--- config.mk ---
export PLATFORM = sky130hd
export DESIGN_NAME = bp_error_accumulator_flat
export DESIGN_NICKNAME = d
export VERILOG_FILES = /design/src/rtl/bp_error_accumulator_pkg.sv /design/src/rtl/bp_error_accumulator_if.sv /design/src/rtl/bp_error_accumulator.sv /design/src/flat_wrapper.sv
export SDC_FILE = /design/constraint.sdc
export NUM_CORES = 1
export LEC_CHECK = 0
export ABC_AREA = 1
export CAP_MARGIN = 20
export CORE_AREA = 4 4 137 139
export CTS_BUF_LIST = sky130_fd_sc_hd__clkbuf_8
export CTS_CLUSTER_DIAMETER = 150
export CTS_CLUSTER_SIZE = 25
export DETAILED_ROUTE_END_ITERATION = 8
export DIE_AREA = 0 0 141 143
export PLACE_DENSITY = 0.52
export SYNTH_ARGS = -nofsm -noshare
export SYNTH_HDL_FRONTEND = slang
export SYNTH_SLANG_ARGS = --single-unit
--- constraint.sdc ---
create_clock -name clk -period 3.21 [get_ports clk]
set_input_delay 0.642 -clock clk [delete_from_list [all_inputs] [get_ports clk]]
set_output_delay 0.642 -clock clk [all_outputs]
set_load 0.01 [all_outputs]
--- src/rtl/bp_error_accumulator_pkg.sv ---
// bp_pkg: shared definitions for the backprop error accumulator.
//   DATA_W / FRAC_W   default signed Q16.16 data format
//   MAX_FANOUT        largest number of contributions in one transaction
//   CNT_W             width of the fan-out count
//   ACC_W             internal accumulator width, wide enough that a full
//                     fan-out of extreme values cannot overflow it
//   bp_acc_state_t    accumulator FSM states
//   sat_to_data()     clamps a wide accumulator to DATA_W and flags clamping
package bp_pkg;

  localparam int DATA_W     = 32;
  localparam int FRAC_W     = 16;
  localparam int MAX_FANOUT = 32;
  localparam int CNT_W      = $clog2(MAX_FANOUT + 1);
  localparam int ACC_W      = DATA_W + CNT_W;

  typedef enum logic [1:0] {
    IDLE,
    ACCUM,
    DONE
  } bp_acc_state_t;

  typedef struct packed {
    logic [DATA_W-1:0] data;
    logic              sat;
  } bp_sat_t;

  // The value fits in DATA_W exactly when every bit from the DATA_W sign
  // position upward matches; otherwise the top bit selects max or min.
  function automatic bp_sat_t sat_to_data(input logic [ACC_W-1:0] acc);
    bp_sat_t r;
    if ((acc[ACC_W-1:DATA_W-1] == '0) || (acc[ACC_W-1:DATA_W-1] == '1)) begin
      r.data = acc[DATA_W-1:0];
      r.sat  = 1'b0;
    end else if (!acc[ACC_W-1]) begin
      r.data = {1'b0, {(DATA_W-1){1'b1}}};
      r.sat  = 1'b1;
    end else begin
      r.data = {1'b1, {(DATA_W-1){1'b0}}};
      r.sat  = 1'b1;
    end
    return r;
  endfunction

endpackage

--- src/rtl/bp_error_accumulator_if.sv ---
// Handshake bundle between a contribution producer / result consumer and
// the error accumulator.
//   start, fanout          transaction request (fanout sampled with start)
//   in_valid/in_ready      contribution beat handshake, in_change payload
//   out_valid/out_ready    result handshake, out_error and out_sat payload
//   busy                   accumulator is not idle
// master: the producer/consumer side; slave: the accumulator.
interface bp_error_accumulator_if
  import bp_pkg::*;
  ();

  logic              start;
  logic [CNT_W-1:0]  fanout;
  logic              in_valid;
  logic              in_ready;
  logic [DATA_W-1:0] in_change;
  logic              out_valid;
  logic              out_ready;
  logic [DATA_W-1:0] out_error;
  logic              out_sat;
  logic              busy;

  modport master (
    output start, fanout, in_valid, in_change, out_ready,
    input  in_ready, out_valid, out_error, out_sat, busy
  );

  modport slave (
    input  start, fanout, in_valid, in_change, out_ready,
    output in_ready, out_valid, out_error, out_sat, busy
  );

endinterface

--- src/rtl/bp_error_accumulator.sv ---
// bp_error_accumulator: sums a variable fan-out stream of signed backprop
// contributions into one saturated error value for the upstream neuron.
//   clk   rising-edge clock
//   rst   asynchronous active-high reset; aborts any transaction
//   bus   slave side of bp_error_accumulator_if (request, beats, result)
//
// state | meaning
// IDLE  | waiting for start; no handshakes active
// ACCUM | accepting contributions until the latched count reaches zero
// DONE  | result held on out_error/out_sat until out_ready
module bp_error_accumulator
  import bp_pkg::*;
(
  input  logic                   clk,
  input  logic                   rst,
  bp_error_accumulator_if.slave  bus
);

  bp_acc_state_t     state_q;
  logic [CNT_W-1:0]  rem_q;
  logic [ACC_W-1:0]  acc_q;
  logic              in_ready_q;
  logic              out_valid_q;
  logic              busy_q;
  logic [DATA_W-1:0] out_error_q;
  logic              out_sat_q;

  logic [CNT_W-1:0]  fanout_clamp;
  logic [ACC_W-1:0]  acc_d;
  bp_sat_t           sat_res;

  always_comb begin
    fanout_clamp = (bus.fanout > CNT_W'(MAX_FANOUT)) ? CNT_W'(MAX_FANOUT) : bus.fanout;
    acc_d        = acc_q + {{CNT_W{bus.in_change[DATA_W-1]}}, bus.in_change};
    sat_res      = sat_to_data(acc_d);
  end

  always_ff @(posedge clk or posedge rst) begin
    if (rst) begin
      state_q     <= IDLE;
      rem_q       <= '0;
      acc_q       <= '0;
      in_ready_q  <= 1'b0;
      out_valid_q <= 1'b0;
      busy_q      <= 1'b0;
      out_error_q <= '0;
      out_sat_q   <= 1'b0;
    end else begin
      case (state_q)
        IDLE: begin
          if (bus.start) begin
            rem_q  <= fanout_clamp;
            acc_q  <= '0;
            busy_q <= 1'b1;
            if (fanout_clamp == '0) begin
              state_q     <= DONE;
              out_valid_q <= 1'b1;
              out_error_q <= '0;
              out_sat_q   <= 1'b0;
            end else begin
              state_q    <= ACCUM;
              in_ready_q <= 1'b1;
            end
          end
        end
        ACCUM: begin
          if (bus.in_valid && in_ready_q) begin
            acc_q <= acc_d;
            rem_q <= rem_q - 1'b1;
            // Final beat: register the clamped result from the updated sum.
            if (rem_q == CNT_W'(1)) begin
              state_q     <= DONE;
              in_ready_q  <= 1'b0;
              out_valid_q <= 1'b1;
              out_error_q <= sat_res.data;
              out_sat_q   <= sat_res.sat;
            end
          end
        end
        DONE: begin
          if (bus.out_ready) begin
            state_q     <= IDLE;
            out_valid_q <= 1'b0;
            busy_q      <= 1'b0;
          end
        end
        default: begin
          state_q     <= IDLE;
          in_ready_q  <= 1'b0;
          out_valid_q <= 1'b0;
          busy_q      <= 1'b0;
        end
      endcase
    end
  end

  assign bus.in_ready  = in_ready_q;
  assign bus.out_valid = out_valid_q;
  assign bus.out_error = out_error_q;
  assign bus.out_sat   = out_sat_q;
  assign bus.busy      = busy_q;

endmodule

--- src/flat_wrapper.sv ---
// flat-port wrapper written by rule: the top's interface ports become plain ports
module bp_error_accumulator_flat import bp_pkg::*;
  (clk, rst, bus_start, bus_fanout, bus_in_valid, bus_in_change, bus_out_ready, bus_in_ready, bus_out_valid, bus_out_error, bus_out_sat, bus_busy);
  bp_error_accumulator_if bus_i ();
  input  logic clk;
  input  logic rst;
  input wire logic [$bits(bus_i.start)-1:0] bus_start;
  input wire logic [$bits(bus_i.fanout)-1:0] bus_fanout;
  input wire logic [$bits(bus_i.in_valid)-1:0] bus_in_valid;
  input wire logic [$bits(bus_i.in_change)-1:0] bus_in_change;
  input wire logic [$bits(bus_i.out_ready)-1:0] bus_out_ready;
  output wire logic [$bits(bus_i.in_ready)-1:0] bus_in_ready;
  output wire logic [$bits(bus_i.out_valid)-1:0] bus_out_valid;
  output wire logic [$bits(bus_i.out_error)-1:0] bus_out_error;
  output wire logic [$bits(bus_i.out_sat)-1:0] bus_out_sat;
  output wire logic [$bits(bus_i.busy)-1:0] bus_busy;
  assign bus_i.start = bus_start;
  assign bus_i.fanout = bus_fanout;
  assign bus_i.in_valid = bus_in_valid;
  assign bus_i.in_change = bus_in_change;
  assign bus_i.out_ready = bus_out_ready;
  assign bus_in_ready = bus_i.in_ready;
  assign bus_out_valid = bus_i.out_valid;
  assign bus_out_error = bus_i.out_error;
  assign bus_out_sat = bus_i.out_sat;
  assign bus_busy = bus_i.busy;
  bp_error_accumulator u_core (.clk(clk), .rst(rst), .bus(bus_i));
endmodule
### Yosys cells after proc, flatten, opt, wreduce, memory -nomap -nowiden

Cells that the tools add are included.

* flip-flop bits (word level): 82
* input port bits: 43
* output and inout port bits: 36
* logic and storage cells: 73

* add/sub/neg operators: 2
* order comparisons: 1
* equality and inequality tests: 10
* mux-type cells: 38
* bitwise operators: 2
* reductions and logical operators: 12

Operators with widths (count)
* $mux W32: 4
* $mux W38: 2
* $pmux W38 S2: 1
* $mux W33: 2
* $pmux W32 S2: 1
* $add A38 B38 Y38: 1
* $mux W6: 3
* $reduce_and A5 Y1: 3
* $mux W1: 14
* $pmux W6 S2: 1
* $mux W2: 5
* $pmux W1 S3: 3
* $eq A7 B7 Y1 const B: 1
* $logic_not A7 Y1: 1
* $eq A6 B1 Y1 const B: 1
* $gt A6 B6 Y1 const B: 1
* $logic_not A6 Y1: 1
* $ne A2 B1 Y1 const B: 3
* $ne A2 B2 Y1 const B: 3
* $pmux W2 S3: 1
* $reduce_and A3 Y1: 2
* $sub A6 B1 Y6 const B: 1
* $reduce_and A4 Y1: 1
* $eq A2 B1 Y1 const B: 1
* other kinds (7): 8

### Depth between registers and ports, before layout

Gate-level depths: netlist (run 1).

* depth after elaboration: 7
* gate-level depth with buffers: 24
* gate-level depth less buffers: 23

### Worst setup path before layout (run 1)

No wires, ideal clock.

* path type: input -> register
* start point: in bus_in_change[0]
* end point: reg u_core.out_error_q[10], in the netlist u_core.bus.out_error[10]
* library setup time: 116 ps
* arrival time: 2591 ps
* required time: 3094 ps
* path slack: 503 ps
* stages on the path: 21
* buffers on the path: 1
* cell sequence: ha_1 -> inv_1 -> fa_1 -> inv_1 -> nand2_1 -> nand2_1 -> and2_1 -> nand3_1 -> nand3_1 -> nand2_1 -> nand2_1 -> nand2_1 -> nand2_1 -> nor2_1 -> nand3_1 -> nand3_1 -> nand2_1 -> clkinv_2 -> buf_6 -> nand2_1 -> nand2_1

* cells in the longest elaborated chain, start to end: 7
* elaborated cells between the ends (all ways): 9
* those cells by class: add/sub: 1; eq/ne: 1; mux: 5; reduce/logical: 2

RTL lines
* start, declared: line flat_wrapper.sv:10 `input wire logic [$bits(bus_i.in_change)-1:0] bus_in_change;`
* $add A38 B38 Y38 (*): line bp_error_accumulator.sv:34 `acc_d = acc_q + {{CNT_W{bus.in_change[DATA_W-1]}}, bus.in_change};`
* $eq A7 B7 Y1 / $logic_not A7 Y1 (equally long branches): line bp_error_accumulator_pkg.sv:32 `if ((acc[ACC_W-1:DATA_W-1] == '0) || (acc[ACC_W-1:DATA_W-1] == '1)) begin`
* $logic_or A1 B1 Y1: line bp_error_accumulator_pkg.sv:32
* $mux W33 (*): line bp_error_accumulator_pkg.sv:32
* $mux W32 (*): line bp_error_accumulator.sv:71 `if (rem_q == CNT_W'(1)) begin`
* $mux W32 (*): line bp_error_accumulator.sv:67 `if (bus.in_valid && in_ready_q) begin`
* $pmux W32 S2 (*): line bp_error_accumulator.sv:49 `case (state_q)`
* end signal, assigned: line bp_error_accumulator.sv:75 `out_error_q <= sat_res.data;`
* end, declared: line bp_error_accumulator.sv:25 `logic [DATA_W-1:0] out_error_q;`

Mark *: on every way between the ends. The rest lies on a longest branch, timed or not. The select of a mux whose other input is x is not followed.
A chain may end at the register's enable or synchronous reset.

### Final worst setup path (run 1)

* start point: in bus_in_change[0]
* end point: reg u_core.out_error_q[27], in the netlist u_core.bus.out_error[27]

Same word-level chain as after synthesis.

==> impl_metrics.env, run 1 <==
export IMPL_status="completed"
export IMPL_grt_pass1_wl_mm=29.4
export IMPL_routed_wl_mm=19.6
export IMPL_critPathMaxFanout=7
export IMPL_cts_clk_slew_worst_paths_ns=0.10
export IMPL_drc=0
export IMPL_netlist_area_mm2=0.00608
export IMPL_cts_sinks=82
export IMPL_drive_gt1_share_pct=15.3
export IMPL_final_cells=1349
export IMPL_portBuffers=78
export IMPL_fin_skew_ns=0.0181
export IMPL_synth_simple_area_share_pct=34.1
export IMPL_globalRouteOverflowTotal=0
export IMPL_rr_worst_depth=20
export IMPL_syn_to_final_growth_pct=36.7
export IMPL_min_from="u_core.bus.out_valid$_DFFE_PP0P_"
export IMPL_vdd_drop_max_mv=0.373
export IMPL_maxSlewViolCount=0
export IMPL_grt_max_degree=71
export IMPL_placed_cells=1326
export IMPL_utilization_pct=47.1
export IMPL_chipHeight_um=143
export IMPL_synth_compound_area_share_pct=14.2
export IMPL_hold_path_class="register to register"
export IMPL_setup_viol=0
export IMPL_power_total_mw=8.19
export IMPL_ant_nets=0
export IMPL_grt_usage_pct=18.4
export IMPL_syn_num_nets=1024
export IMPL_fmax_mhz=323
export IMPL_antenna_cells=0
export IMPL_fin_area_mm2=0.00831
export IMPL_whs_endpoint="u_core.bus.out_valid$_DFFE_PP0P_"
export IMPL_wl_per_cell_um=14.5
export IMPL_ios=79
export IMPL_final_hold_viol_count=0
export IMPL_num_vias=6360
export IMPL_die_area_mm2=0.0202
export IMPL_drtPass1Iterations=5
export IMPL_r2r_end="u_core.bus.out_error[27]$_DFFE_PP0P_"
export IMPL_synth_xor_area_share_pct=0.288
export IMPL_fp_dieW_um=141
export IMPL_hold_path_cell_count=2
export IMPL_r2r_start="u_core.acc_q[8]$_DFFE_PP0P_"
export IMPL_antenna_found_initial=0
export IMPL_initial_core_util_pct=34.4
export IMPL_fin_nets=1198
export IMPL_fillers=1898
export IMPL_rows=49
export IMPL_critPathRequiredTime_ns=3.50
export IMPL_placed_area_mm2=0.00782
export IMPL_synth_avg_cell_area_um2=6.46
export IMPL_pwr_density_cell_mw_per_mm2=985
export IMPL_drt_iter0_markers=322
export IMPL_synth_top_family_by_area="simple AND/OR/NAND/NOR gates"
export IMPL_routed_via_density=4.71
export IMPL_cp_arrival_ns=3.38
export IMPL_gp_congestion=0.852
export IMPL_hpwlAfterDp_mm=14.4
export IMPL_synthAdderAreaFrac_pct=8.35
export IMPL_numCtsBuffers=9
export IMPL_power_leakage_nw=4.51
export IMPL_cts_max_level=3
export IMPL_reg2reg_setup_slack_ns=0.43
export IMPL_start_kind="input pin"
export IMPL_clkLatencyLatePin_ns=0.39
export IMPL_clockRootBuffer="clkbuf_8"
export IMPL_ys_ff_latch=82
export IMPL_regArea_mm2=0.00205
export IMPL_slew_headroom_pct=46.5
export IMPL_critPathKind="input pin to register"
export IMPL_postCtsHoldBufs=0
export IMPL_cp_end_kind="register"
export IMPL_syn_inst=941
export IMPL_core_region_area_mm2=0.0177
export IMPL_multiInputGateArea_mm2=0.00358
export IMPL_clockBufferDepth=2
export IMPL_synth_area_mux_share_pct=0.185
export IMPL_ys_types=38
export IMPL_max_cap_viol_count=0
export IMPL_min_period_ns=3.09
export IMPL_yosysWarnings=0
export IMPL_grt_pass1_vias=5848
export IMPL_worst_pin_slew_ns=0.801
export IMPL_yosysSeqAreaShare_pct=33.7
export IMPL_post_route_period_util_pct=96.3
export IMPL_cts_tree="yes"
## worst max-delay path, stage by stage
cell and delay (ns):
clkdlybuf4s50_1 0.47, ha_2 0.18, inv_1 0.05, fa_1 0.37, inv_2 0.10, nand2_1 0.07, nand2_2 0.07, and2_4 0.14
nand3_1 0.08, nand3_2 0.10, nand2_2 0.06, nand2_1 0.06, nand2_1 0.06, nand2_2 0.07, nand2_1 0.06, nor2_1 0.15
nand2_2 0.10, nand3_4 0.17, clkbuf_16 0.19, nand2_1 0.05, nand2_1 0.07, nand2_1 0.06
## flip-flops by register name (all words and copies together) (netlist names)
name	cells
u_core.bus.out_error	32
u_core.bus.out_valid	1
u_core.bus.out_sat	1
u_core.rem_q	6
u_core.state_q	2
u_core.acc_q	38
u_core.bus.busy	1
u_core.bus.in_ready	1
## worst max-delay path by stage
| stage | startpoint | endpoint | slack, ns | cells after the start |
|---|---|---|---|---|
| 2_1_floorplan | rst | u_core.acc_q[0]$_DFFE_PP0P_ | 0.46 | 1 |
| 3_3_place_gp | bus_in_change[19] | u_core.bus.out_error[16]$_DFFE_PP0P_ | -0.28 | 18 |
| 3_5_place_dp | bus_in_change[0] | u_core.bus.out_error[28]$_DFFE_PP0P_ | -0.30 | 22 |
| 4_1_cts | bus_in_change[19] | u_core.bus.out_error[28]$_DFFE_PP0P_ | 0.10 | 18 |
| 5_1_grt | bus_in_change[0] | u_core.bus.out_error[14]$_DFFE_PP0P_ | -0.04 | 22 |
| 6_report | bus_in_change[0] | u_core.bus.out_error[27]$_DFFE_PP0P_ | 0.12 | 22 |
## cells in the mapped netlist, drive strengths merged
master    n  share of area [%]
nand4     1               0.10
buf       6                1.1
a21o      2               0.25
nand3    32                3.0
a21oi    61                5.0
nand3b    1               0.12
ha       39                8.0
mux2      1               0.19
xor2      1               0.14
and2      1               0.10
a21boi    1               0.12
a221oi    1               0.14
dfrtp    82                 34
inv     112                6.9
clkbuf   15               0.93
fa        1               0.33
nor3      2               0.16
nor2     73                4.7
a31oi     4               0.41
o21bai    8               0.99
o21ai    77                6.3
nand2   398                 25
a22oi     2               0.25
and3      2               0.21
o22ai     1               0.10
a32o      1               0.16
or2       6               0.62
nor4      3               0.31
o31ai     1               0.12
a31o      2               0.29
xnor2     1               0.14
clkinv    3               0.21
## cells in the final DEF (no fill, tap or decap), types with 4 or more instances in the layout
| cell type | instances |
|---|---|
| a21oi_1 | 59 |
| a31oi_1 | 4 |
| buf_12 | 4 |
| buf_4 | 96 |
| clkbuf_16 | 4 |
| clkbuf_8 | 9 |
| clkdlybuf4s50_1 | 77 |
| dfrtp_1 | 82 |
| ha_1 | 35 |
| inv_1 | 107 |
| inv_2 | 4 |
| nand2_1 | 385 |
| nand2_2 | 13 |
| nand3_1 | 23 |
| nand3_2 | 8 |
| nor2_1 | 67 |
| nor2_2 | 6 |
| o21ai_0 | 77 |
| o21bai_1 | 8 |
| or2_2 | 5 |
## power breakdown
group	switching, mW	internal [mW]	leakage, nW	total (mW)
Combinational	3.13	2.37	3.31	5.50
Clock	0.457	0.533	0.128	0.990
Sequential	0.237	1.46	1.07	1.70
Total	3.82	4.37	4.51	8.19
## layer usage
layer	track usage, %	vias up	routed length [um]
met4	3.52	0	241
met2	31.8	112	9580
met1	24.5	2904	9120
met3	2.98	13	660
met5	0	-	0
li1	-	3331	-
## what timing repair did
action,in CTS,in global routing
buffers inserted,0,1
endpoints found under the setup margin,0,32
gates resized for setup,0,28
## logic make-up (layout without fill, tap and decap cells)
kind of cell	count (synthesis)	after routing
muxes	1	1
xor gates and xnor gates	2	2
adders and majority gates	40	40
and+or+nand+nor	519	519
buffers and inverters	136	315
AOI/OAI and AO/OA	161	161
DFF	82	82
## stage by stage
| step | hold WS, ns | TNS, ns | setup WS, ns |
|---|---|---|---|
| detailed placement | 0.464 | -8.97 | -0.295 |
| global route | 0.514 | -0.430 | -0.0409 |
| finish | 0.487 | 0 | 0.117 |
| global placement | 0.464 | -8.25 | -0.277 |
| floorplan | 0.457 | 0 | 0.460 |
| CTS | 0.489 | 0 | 0.102 |
## cell type report
cell class,count,area share (%)
clock buffers,9,1.49
clock inverters,7,1.57
inverters,115,5.27
multi-input cells,723,43.0
flip-flops and latches,82,24.7
well taps,229,3.45
repair buffers,184,20.5
Power figures use the tool's default switching activity.
==> run 2: changes to the inputs <==
--- a/config.mk
+++ b/config.mk
@@ -13,6 +13,7 @@
 export CTS_CLUSTER_SIZE = 25
 export DETAILED_ROUTE_END_ITERATION = 8
 export DIE_AREA = 0 0 141 143
+export MAX_ROUTING_LAYER = met4
 export PLACE_DENSITY = 0.52
 export SYNTH_ARGS = -nofsm -noshare
 export SYNTH_HDL_FRONTEND = slang
==> run 2 against run 1 <==
Sequential power about the same. Clock skew about the same. Core utilization did not move. Global-route usage rose by 0.56 points. Clock-buffer cell count unchanged. First-iteration DRC count is 0.62% lower. Critical path type unchanged. Largest cell class unchanged. Highest routed layer unchanged.
==> impl_metrics.env, run 2 (synthesis gave the netlist of run 1 again) <==
export IMPL_cts_clk_slew_worst_paths_ns=0.10
export IMPL_grt_usage_pct=18.9
export IMPL_cts_sinks=82
export IMPL_p_switching_mw=3.82
export IMPL_sequentialPowerShare_pct=20.7
export IMPL_utilization_pct=47.1
export IMPL_path_buf_inv=4
export IMPL_rr_worst_depth=20
export IMPL_fin_nets=1198
export IMPL_initial_core_util_pct=34.4
export IMPL_post_route_period_util_pct=96.6
export IMPL_drt_iter0_markers=320
export IMPL_crit_top_cell="nand2_1"
export IMPL_largest_register="u_core.acc_q"
export IMPL_maxSlewViolCount=0
export IMPL_grt_max_degree=71
export IMPL_wl_per_cell_um=14.5
export IMPL_hpwlAfterDp_mm=14.4
export IMPL_antenna_found_initial=0
export IMPL_clkLatencyLatePin_ns=0.39
export IMPL_path_cells="clkdlybuf4s50_1 -> ha_2 -> inv_1 -> fa_1 -> inv_2 -> nand2_1 -> nand2_2 -> and2_4 -> nand3_1 -> nand3_2 -> nand2_2 -> nand2_1 -> nand2_1 -> nand2_2 -> nand2_1 -> nor2_1 -> nand2_2 -> nand3_4 -> clkbuf_16 -> nand2_1 -> nand2_1 -> nand2_1"
export IMPL_fillers=1898
export IMPL_p_int_mw=4.37
export IMPL_whs_endpoint="u_core.bus.out_valid$_DFFE_PP0P_"
export IMPL_drtPass1Iterations=5
export IMPL_die_area_mm2=0.0202
export IMPL_routed_via_density=4.71
export IMPL_status="completed"
export IMPL_pwr_density_cell_mw_per_mm2=985
export IMPL_globalRouteOverflowTotal=0
export IMPL_hold_path_cell_count=2
export IMPL_pwr_share_comb_pct=67.2
export IMPL_fmax_mhz=323
export IMPL_critPathKind="input pin to register"
export IMPL_slew_headroom_pct=46.5
export IMPL_drive_gt1_share_pct=15.3
export IMPL_routed_wl_mm=19.6
export IMPL_clockRootBuffer="clkbuf_8"
export IMPL_ant_nets=0
export IMPL_layout_commonest_cell="nand2_1"
export IMPL_dr_max_layer_used="met4"
export IMPL_wl_met3_um=679
export IMPL_gp_congestion=0.865
export IMPL_max_stage_delay_ns=0.47
export IMPL_grt_pass1_vias=5850
export IMPL_rows=49
export IMPL_syn_to_final_growth_pct=36.7
export IMPL_vdd_drop_max_mv=0.374
export IMPL_setup_viol=0
export IMPL_r2r_end="u_core.bus.out_error[27]$_DFFE_PP0P_"
export IMPL_min_period_ns=3.10
export IMPL_critPathRequiredTime_ns=3.50
export IMPL_final_hold_viol_count=0
export IMPL_switching_share_pct=46.7
export IMPL_postCtsHoldBufs=0
export IMPL_wl_met2_mm=9.59
export IMPL_cp_startpoint="bus_in_change[0]"
export IMPL_antenna_cells=0
export IMPL_cp_arrival_ns=3.39
export IMPL_critPathMaxFanout=7
export IMPL_chipHeight_um=143
export IMPL_cts_tree="yes"
export IMPL_placed_cells=1326
export IMPL_num_vias=6360
export IMPL_cts_max_level=3
export IMPL_cp_top_family="simple AND/OR/NAND/NOR gates"
export IMPL_fin_skew_ns=0.0181
export IMPL_r2r_start="u_core.acc_q[8]$_DFFE_PP0P_"
export IMPL_clock_power_share_pct=12.1
export IMPL_hold_path_class="register to register"
export IMPL_clockBufferDepth=2
export IMPL_numCtsBuffers=9
export IMPL_layout_common_cells="nand2_1, inv_1, buf_4, dfrtp_1"
export IMPL_min_from="u_core.bus.out_valid$_DFFE_PP0P_"
export IMPL_cp_slowest_cell="clkdlybuf4s50_1"
export IMPL_core_region_area_mm2=0.0177
export IMPL_ios=79
export IMPL_fp_dieW_um=141
export IMPL_grt_pass1_wl_mm=29.4
export IMPL_max_cap_viol_count=0
export IMPL_power_leakage_nw=4.51
export IMPL_power_total_mw=8.19
export IMPL_portBuffers=78
export IMPL_wl_met1_mm=9.10
export IMPL_drc=0
export IMPL_cp_end_kind="register"
export IMPL_largest_register_ffs=38
export IMPL_reg2reg_setup_slack_ns=0.42
export IMPL_worst_pin_slew_ns=0.801
export IMPL_final_cells=1349
export IMPL_start_kind="input pin"
run 2: cell counts in the layout (fill, tap and decap cells not counted):
Identical to the previous run, type by type.
run 2: per-layer routing:
layer | track usage, % | vias to the layer above
li1 | - | 3331
met1 | 24.5 | 2904
met2 | 31.8 | 112
met3 | 2.98 | 13
met4 | 3.52 | 0
met5 | - | -
run 2: worst max-delay path by stage:
stage | end | slack, ns | cells past startpoint
2_1_floorplan | u_core.acc_q[0]$_DFFE_PP0P_ | 0.46 | 1
3_3_place_gp | u_core.bus.out_error[16]$_DFFE_PP0P_ | -0.28 | 18
3_5_place_dp | u_core.bus.out_error[28]$_DFFE_PP0P_ | -0.30 | 22
4_1_cts | u_core.bus.out_error[28]$_DFFE_PP0P_ | 0.10 | 18
5_1_grt | u_core.bus.out_error[14]$_DFFE_PP0P_ | -0.04 | 22
6_report | u_core.bus.out_error[27]$_DFFE_PP0P_ | 0.11 | 22
run 2: power by group through the flow:
stage / combinational (mW) / clock, mW / sequential [mW]
detailed placement: 5.14 / 0 / 1.70
global route: 6.16 / 1.06 / 1.75
floorplan: 2.95 / 0 / 1.74
finish: 5.51 / 0.988 / 1.70
global placement: 5.10 / 0 / 1.71
CTS: 5.16 / 1.01 / 1.69
run 2: cell type report:
cell class | count | area (um^2) | area share (%)
clock buffers | 9 | 124 | 1.49
clock inverters | 7 | 130 | 1.57
inverters | 115 | 438 | 5.27
multi-input cells | 723 | 3580 | 43.0
flip-flops and latches | 82 | 2050 | 24.7
well taps | 229 | 287 | 3.45
repair buffers | 184 | 1710 | 20.5
run 2: through the flow:
stage / hold slack [ns] / setup WS (ns) / setup TNS, ns / cell area (um^2)
floorplan: 0.457 / 0.460 / 0 / 6080
global placement: 0.464 / -0.277 / -8.25 / 7820
detailed placement: 0.464 / -0.295 / -8.97 / 7820
CTS: 0.489 / 0.102 / 0 / 8070
global route: 0.514 / -0.0409 / -0.430 / 8310
finish: 0.487 / 0.111 / 0 / 8310
run 2: what timing repair did:
action | in CTS | in global routing
gates resized for setup | 0 | 28
setup buffers | 0 | 1
endpoints found under the setup margin | 0 | 32
run 2: worst register-to-register path, cell delays in order (launching register included):
cell	delay, ns
dfrtp_1	0.40
ha_1	0.30
buf_4	0.12
nand2_2	0.07
nor2_2	0.20
nand3_1	0.11
nand3b_1	0.16
nand2_1	0.09
nand2_2	0.08
nand2_1	0.07
nand2_1	0.05
nand2_1	0.04
nand2_1	0.13
nand2_1	0.08
nor2_1	0.15
nand2_2	0.10
nand3_4	0.17
clkbuf_16	0.20
nand2_1	0.06
nand2_1	0.07
nand2_1	0.06
